--- src/rtl/word_serializer_pkg.sv ---
`default_nettype none
// +----------------------------------------------------------------------------+
// | Module      : word_serializer_pkg                                          |
// | Description : Shared types and helpers for the shift register family.      |
// | Revision    : 1.0  initial release                                         |
// +----------------------------------------------------------------------------+
package word_serializer_pkg;

  typedef enum logic [0:0] {
    IDLE  = 1'b0,
    SHIFT = 1'b1
  } state_t;

  // Width of an index counter for n entries, never narrower than one bit.
  function automatic int cnt_width(input int n);
    int w;
    w = $clog2(n);
    return (w < 1) ? 1 : w;
  endfunction

endpackage : word_serializer_pkg
`default_nettype wire

--- src/rtl/word_select_mux.sv ---
`default_nettype none
// +----------------------------------------------------------------------------+
// | Module      : word_select_mux                                              |
// | Description : Selects one WIDTH-bit word of a SIZE-word frame by index.    |
// | Revision    : 1.0  initial release                                         |
// +----------------------------------------------------------------------------+
module word_select_mux #(
  parameter int WIDTH = 4,
  parameter int SIZE  = 3,
  parameter int SEL_W = 2
) (
  input  logic [WIDTH*SIZE-1:0] frame,
  input  logic [SEL_W-1:0]      sel,
  output logic [WIDTH-1:0]      word
);

  // Out-of-range indices yield zero; the caller never consumes them.
  always_comb begin
    word = '0;
    for (int i = 0; i < SIZE; i++) begin
      if (sel == SEL_W'(i)) begin
        word = frame[i*WIDTH +: WIDTH];
      end
    end
  end

endmodule : word_select_mux
`default_nettype wire

--- src/rtl/word_serializer.sv ---
`default_nettype none
// +----------------------------------------------------------------------------+
// | Module      : word_serializer                                              |
// | Description : Parallel-in, serial-out frame serializer, valid/ready I/O.   |
// | Revision    : 1.0  initial release                                         |
// +----------------------------------------------------------------------------+
module word_serializer
  import word_serializer_pkg::*;
#(
  parameter int WIDTH = 4,
  parameter int SIZE  = 3
) (
  input  logic                  clk,
  input  logic                  rst,
  input  logic                  ce,
  input  logic [WIDTH*SIZE-1:0] load_data,
  input  logic                  load_valid,
  output logic                  load_ready,
  output logic [WIDTH-1:0]      dout,
  output logic                  dout_valid,
  output logic                  dout_last,
  input  logic                  dout_ready
);

  localparam int CW = cnt_width(SIZE);
  localparam logic [CW-1:0] c_last_idx = CW'(SIZE - 1);

  state_t                r_state, w_state_nxt;
  logic [CW-1:0]         r_cnt, w_cnt_nxt;
  logic [WIDTH*SIZE-1:0] r_frame, w_frame_nxt;
  logic [WIDTH-1:0]      r_dout, w_dout_nxt;
  logic                  r_valid, w_valid_nxt;
  logic                  r_last, w_last_nxt;

  logic                  w_at_last;
  logic                  w_load_xfer;
  logic                  w_out_xfer;
  logic [CW-1:0]         w_cnt_inc;
  logic [CW:0]           w_sel;
  logic [WIDTH-1:0]      w_next_word;

  assign w_at_last   = (r_cnt == c_last_idx);
  assign load_ready  = ce && ((r_state == IDLE) ||
                              ((r_state == SHIFT) && w_at_last && dout_ready));
  assign w_load_xfer = ce && load_valid && load_ready;
  assign w_out_xfer  = ce && r_valid && dout_ready;
  assign w_cnt_inc   = r_cnt + 1'b1;
  // One extra bit so the index past the last word cannot alias word 0.
  assign w_sel       = {1'b0, r_cnt} + 1'b1;

  word_select_mux #(
    .WIDTH (WIDTH),
    .SIZE  (SIZE),
    .SEL_W (CW + 1)
  ) u_word_select_mux (
    .frame (r_frame),
    .sel   (w_sel),
    .word  (w_next_word)
  );

  always_ff @(posedge clk or negedge rst) begin
    if (!rst) begin
      r_state <= IDLE;
      r_cnt   <= '0;
      r_frame <= '0;
      r_dout  <= '0;
      r_valid <= 1'b0;
      r_last  <= 1'b0;
    end else begin
      r_state <= w_state_nxt;
      r_cnt   <= w_cnt_nxt;
      r_frame <= w_frame_nxt;
      r_dout  <= w_dout_nxt;
      r_valid <= w_valid_nxt;
      r_last  <= w_last_nxt;
    end
  end

  always_comb begin
    w_state_nxt = r_state;
    w_cnt_nxt   = r_cnt;
    w_frame_nxt = r_frame;
    w_dout_nxt  = r_dout;
    w_valid_nxt = r_valid;
    w_last_nxt  = r_last;

    case (r_state)
      IDLE: begin
        if (w_load_xfer) begin
          w_state_nxt = SHIFT;
          w_cnt_nxt   = '0;
          w_frame_nxt = load_data;
          w_dout_nxt  = load_data[WIDTH-1:0];
          w_valid_nxt = 1'b1;
          w_last_nxt  = (SIZE == 1);
        end
      end
      SHIFT: begin
        if (w_out_xfer) begin
          if (!w_at_last) begin
            w_cnt_nxt  = w_cnt_inc;
            w_dout_nxt = w_next_word;
            w_last_nxt = (w_cnt_inc == c_last_idx);
          end else if (w_load_xfer) begin
            // Back-to-back reload: first word of the new frame follows with no bubble.
            w_cnt_nxt   = '0;
            w_frame_nxt = load_data;
            w_dout_nxt  = load_data[WIDTH-1:0];
            w_last_nxt  = (SIZE == 1);
          end else begin
            w_state_nxt = IDLE;
            w_cnt_nxt   = '0;
            w_valid_nxt = 1'b0;
            w_last_nxt  = 1'b0;
          end
        end
      end
      default: begin
        w_state_nxt = IDLE;
      end
    endcase
  end

  assign dout       = r_dout;
  assign dout_valid = r_valid;
  assign dout_last  = r_last;

endmodule : word_serializer
`default_nettype wire

--- config.mk ---
export PLATFORM = sky130hd
export DESIGN_NAME = word_serializer
export DESIGN_NICKNAME = d
export VERILOG_FILES = /design/src/rtl/word_serializer_pkg.sv /design/src/rtl/word_select_mux.sv /design/src/rtl/word_serializer.sv
export SDC_FILE = /design/constraint.sdc
export NUM_CORES = 1
export LEC_CHECK = 0
export ABC_AREA = 1
export CAP_MARGIN = 20
export CELL_PAD_IN_SITES_DETAIL_PLACEMENT = 2
export CELL_PAD_IN_SITES_GLOBAL_PLACEMENT = 2
export CORE_ASPECT_RATIO = 1.5
export CORE_MARGIN = 5
export CORE_UTILIZATION = 28
export CTS_CLUSTER_DIAMETER = 60
export DETAILED_ROUTE_END_ITERATION = 10
export PLACE_DENSITY = 0.92
export SLEW_MARGIN = 20
export SYNTH_ARGS = -nofsm -noshare
export SYNTH_HDL_FRONTEND = slang
export SYNTH_SLANG_ARGS = --single-unit
--- constraint.sdc ---
create_clock -name clk -period 2.37 [get_ports clk]
set_input_delay 0.5925 -clock clk [delete_from_list [all_inputs] [get_ports clk]]
set_output_delay 0.5925 -clock clk [all_outputs]
set_load 0.05 [all_outputs]
==> reports/results.txt <==
status -> completed
area share of the largest cell type after synthesis -> 46.58%
CTS clk-pin slew, worst paths -> 60 ps
Row Count -> 24
routed vias/inst -> 4.643
initial DRC count -> 4
clk buf depth -> 2
gr usage total -> 13.22%
drt total wl -> 2420 um
dominant cell type by area after synthesis -> dfrtp_1
# fillers -> 357
Max FO, Critical Path -> 2
reg2reg start -> r_state
number of top-level pins -> 24
root buffer cell -> clkbuf_8
Chip Width -> 55.24 um
main area contributors after synthesis -> dfrtp_1, nand2_1, inv_1
Synth Warn # -> 0
die area -> 4301 um2
predominant post-synthesis flop cell -> dfrtp_1
Arr. time, crit path -> 1580 ps
Syn Area/Cell -> 8.033 um2
gr ovfl total -> 0
final setup fails -> 0
share of layout cells above drive strength 1 -> 9.848%
maximum level of the CTS H-tree -> 1
worst vdd ir -> 317.9 uV
fin cells -> 171
Worst-Margin Slew -> 742.7 ps
setup TNS -> 0 ps
Syn Inst Count -> 107
DRC viols -> 0
EDFF count, synth -> 0
Initial Util -> 29.21%
Required @ worst endpoint -> 1780 ps
first-pass GRT wire length -> 4567 um
Seq/Total Area, Yosys -> 46.58%
Final ANT Viol Nets -> 0
RSZ-0062 raised after global routing -> no
DIE HEIGHT -> 77.86 um
WHS -> 485.5 ps
Layout area overhead -> 36.54%
HP Class -> reg2reg
PwrDens -> 1137 nW/um2
maximum number of pins on one net before global-route repair -> 17
Hold Startpoint -> r_frame[11]
max-cap check violation count -> 0
Post-CTS Setup Repair Bufs -> 0
crit path from -> dout_ready
worst rel slew slack -> 50.33%
synth cell count leaders -> nand2_1, inv_1, dfrtp_1
Lkg Pwr -> 0.0005869 uW
CP endpoint kind -> primary output
period utilization -> 91.59%
final hold vios -> 0
antenna violations before repair -> 0
Core ar. -> 2943 um2
pre-CTS WS -> 183.0 ps
ant diodes -> 0
DR WL/cell -> 14.15 um
top-count cell post-synth -> nand2_1
post-detailed-placement half-perimeter wirelength -> 2027 um
vias in the first global route -> 997
Skew-Pair Late Insertion Delay -> 250 ps
Distinct cells, synth -> 19
clock skew -> 1.277 ps
final net count -> 151
max-slew violations -> 0
Synthesized Nets -> 124
RePlAce Congestion -> 0.7409
Startpoint Class -> input port
Core Util, Final -> 39.88%
clock sink count -> 16
DP Cell Count -> 168
CTS tree -> yes
vias -> 794
synthesized area -> 859.6 um2
drt first pass iters -> 4
minimum clock period -> 2171 ps
Peak Freq -> 0.4607 GHz
asr flop ratio synth -> 100.0%
critical path class -> in2out
CTS resizes -> 0
Hold Buf Count CTS -> 0
worst setup margin -> 199.3 ps
# port buffers -> 23
number of synthesized register bits -> 16
CTS buffer count -> 3
-- layout by cell type, fill, tap and decap left out, drive strengths merged --
master	n
nand2	29
clkdlybuf4s50	22
inv	21
dfrtp	16
o21ai	10
a21oi	9
nand3	8
nor2	6
nand4	3
clkbuf	3
buf	3
o22ai	1
a21o	1
-- per-stage QoR --
| step | cell area (um2) | power (uW) |
|---|---|---|
| floorplan | 859.6 | 905.8 |
| global placement | 1132 | 1100 |
| detailed placement | 1132 | 1154 |
| CTS | 1174 | 1365 |
| global route | 1174 | 1442 |
| finish | 1174 | 1334 |
-- layer usage --
metal	part of all wire (%)	track usage [%]	vias to the layer above
li1	-	-	388
met1	36	13.17	375
met2	57	25.59	25
met3	4.3	1.827	6
met4	2.9	7.299	0
met5	0	0	-
-- path summary, 6_finish.rpt --
check | to | depth (start not counted) | slack [ps]
worst max-delay path | load_ready | 6 | 200
worst min-delay path | r_frame[11] | 2 | 490
worst max register to register | r_frame[8] | 7 | 850
worst min register to register | r_frame[11] | 2 | 490
max in group asynchronous | r_frame[11] | 1 | 1120
min in group asynchronous | r_state | 1 | 790
-- cell type report --
class,instances,area [um2],area share [%]
clock buffers,3,41.29,3.518
repair buffers,25,255.2,21.75
flip-flops and latches,16,400.4,34.12
multi-input cells,67,349.1,29.74
well taps,39,48.80,4.158
inverters,21,78.83,6.716
-- worst max-delay path, stage by stage --
cell             delay, ps
clkdlybuf4s50_1        500
inv_1                   70
a21oi_4                120
nand2_1                 60
inv_1                   90
buf_12                 140
-- state kept, by name, summed over array words and instances (netlist names) --
name        cells
dout            4
r_cnt           1
r_state         1
dout_valid      1
dout_last       1
r_frame         8
-- cell families (layout without fill, tap and decap cells) --
| logic type | Yosys count | in the layout | synth area share [%] |
|---|---|---|---|
| AO/OA/AOI/OAI | 21 | 21 | 14.85 |
| buffers and inverters | 24 | 49 | 12.81 |
| flip-flops | 16 | 16 | 46.58 |
| AND/OR/NAND/NOR | 46 | 46 | 25.77 |
-- power by group --
group | switching [uW] | leakage, uW | total (uW) | internal [uW]
clock | 88.0 | 0.0000216 | 201 | 113
combinational | 433 | 0.000385 | 667 | 234
sequential | 76.8 | 0.000181 | 467 | 390
Power figures use the tool's default switching activity.
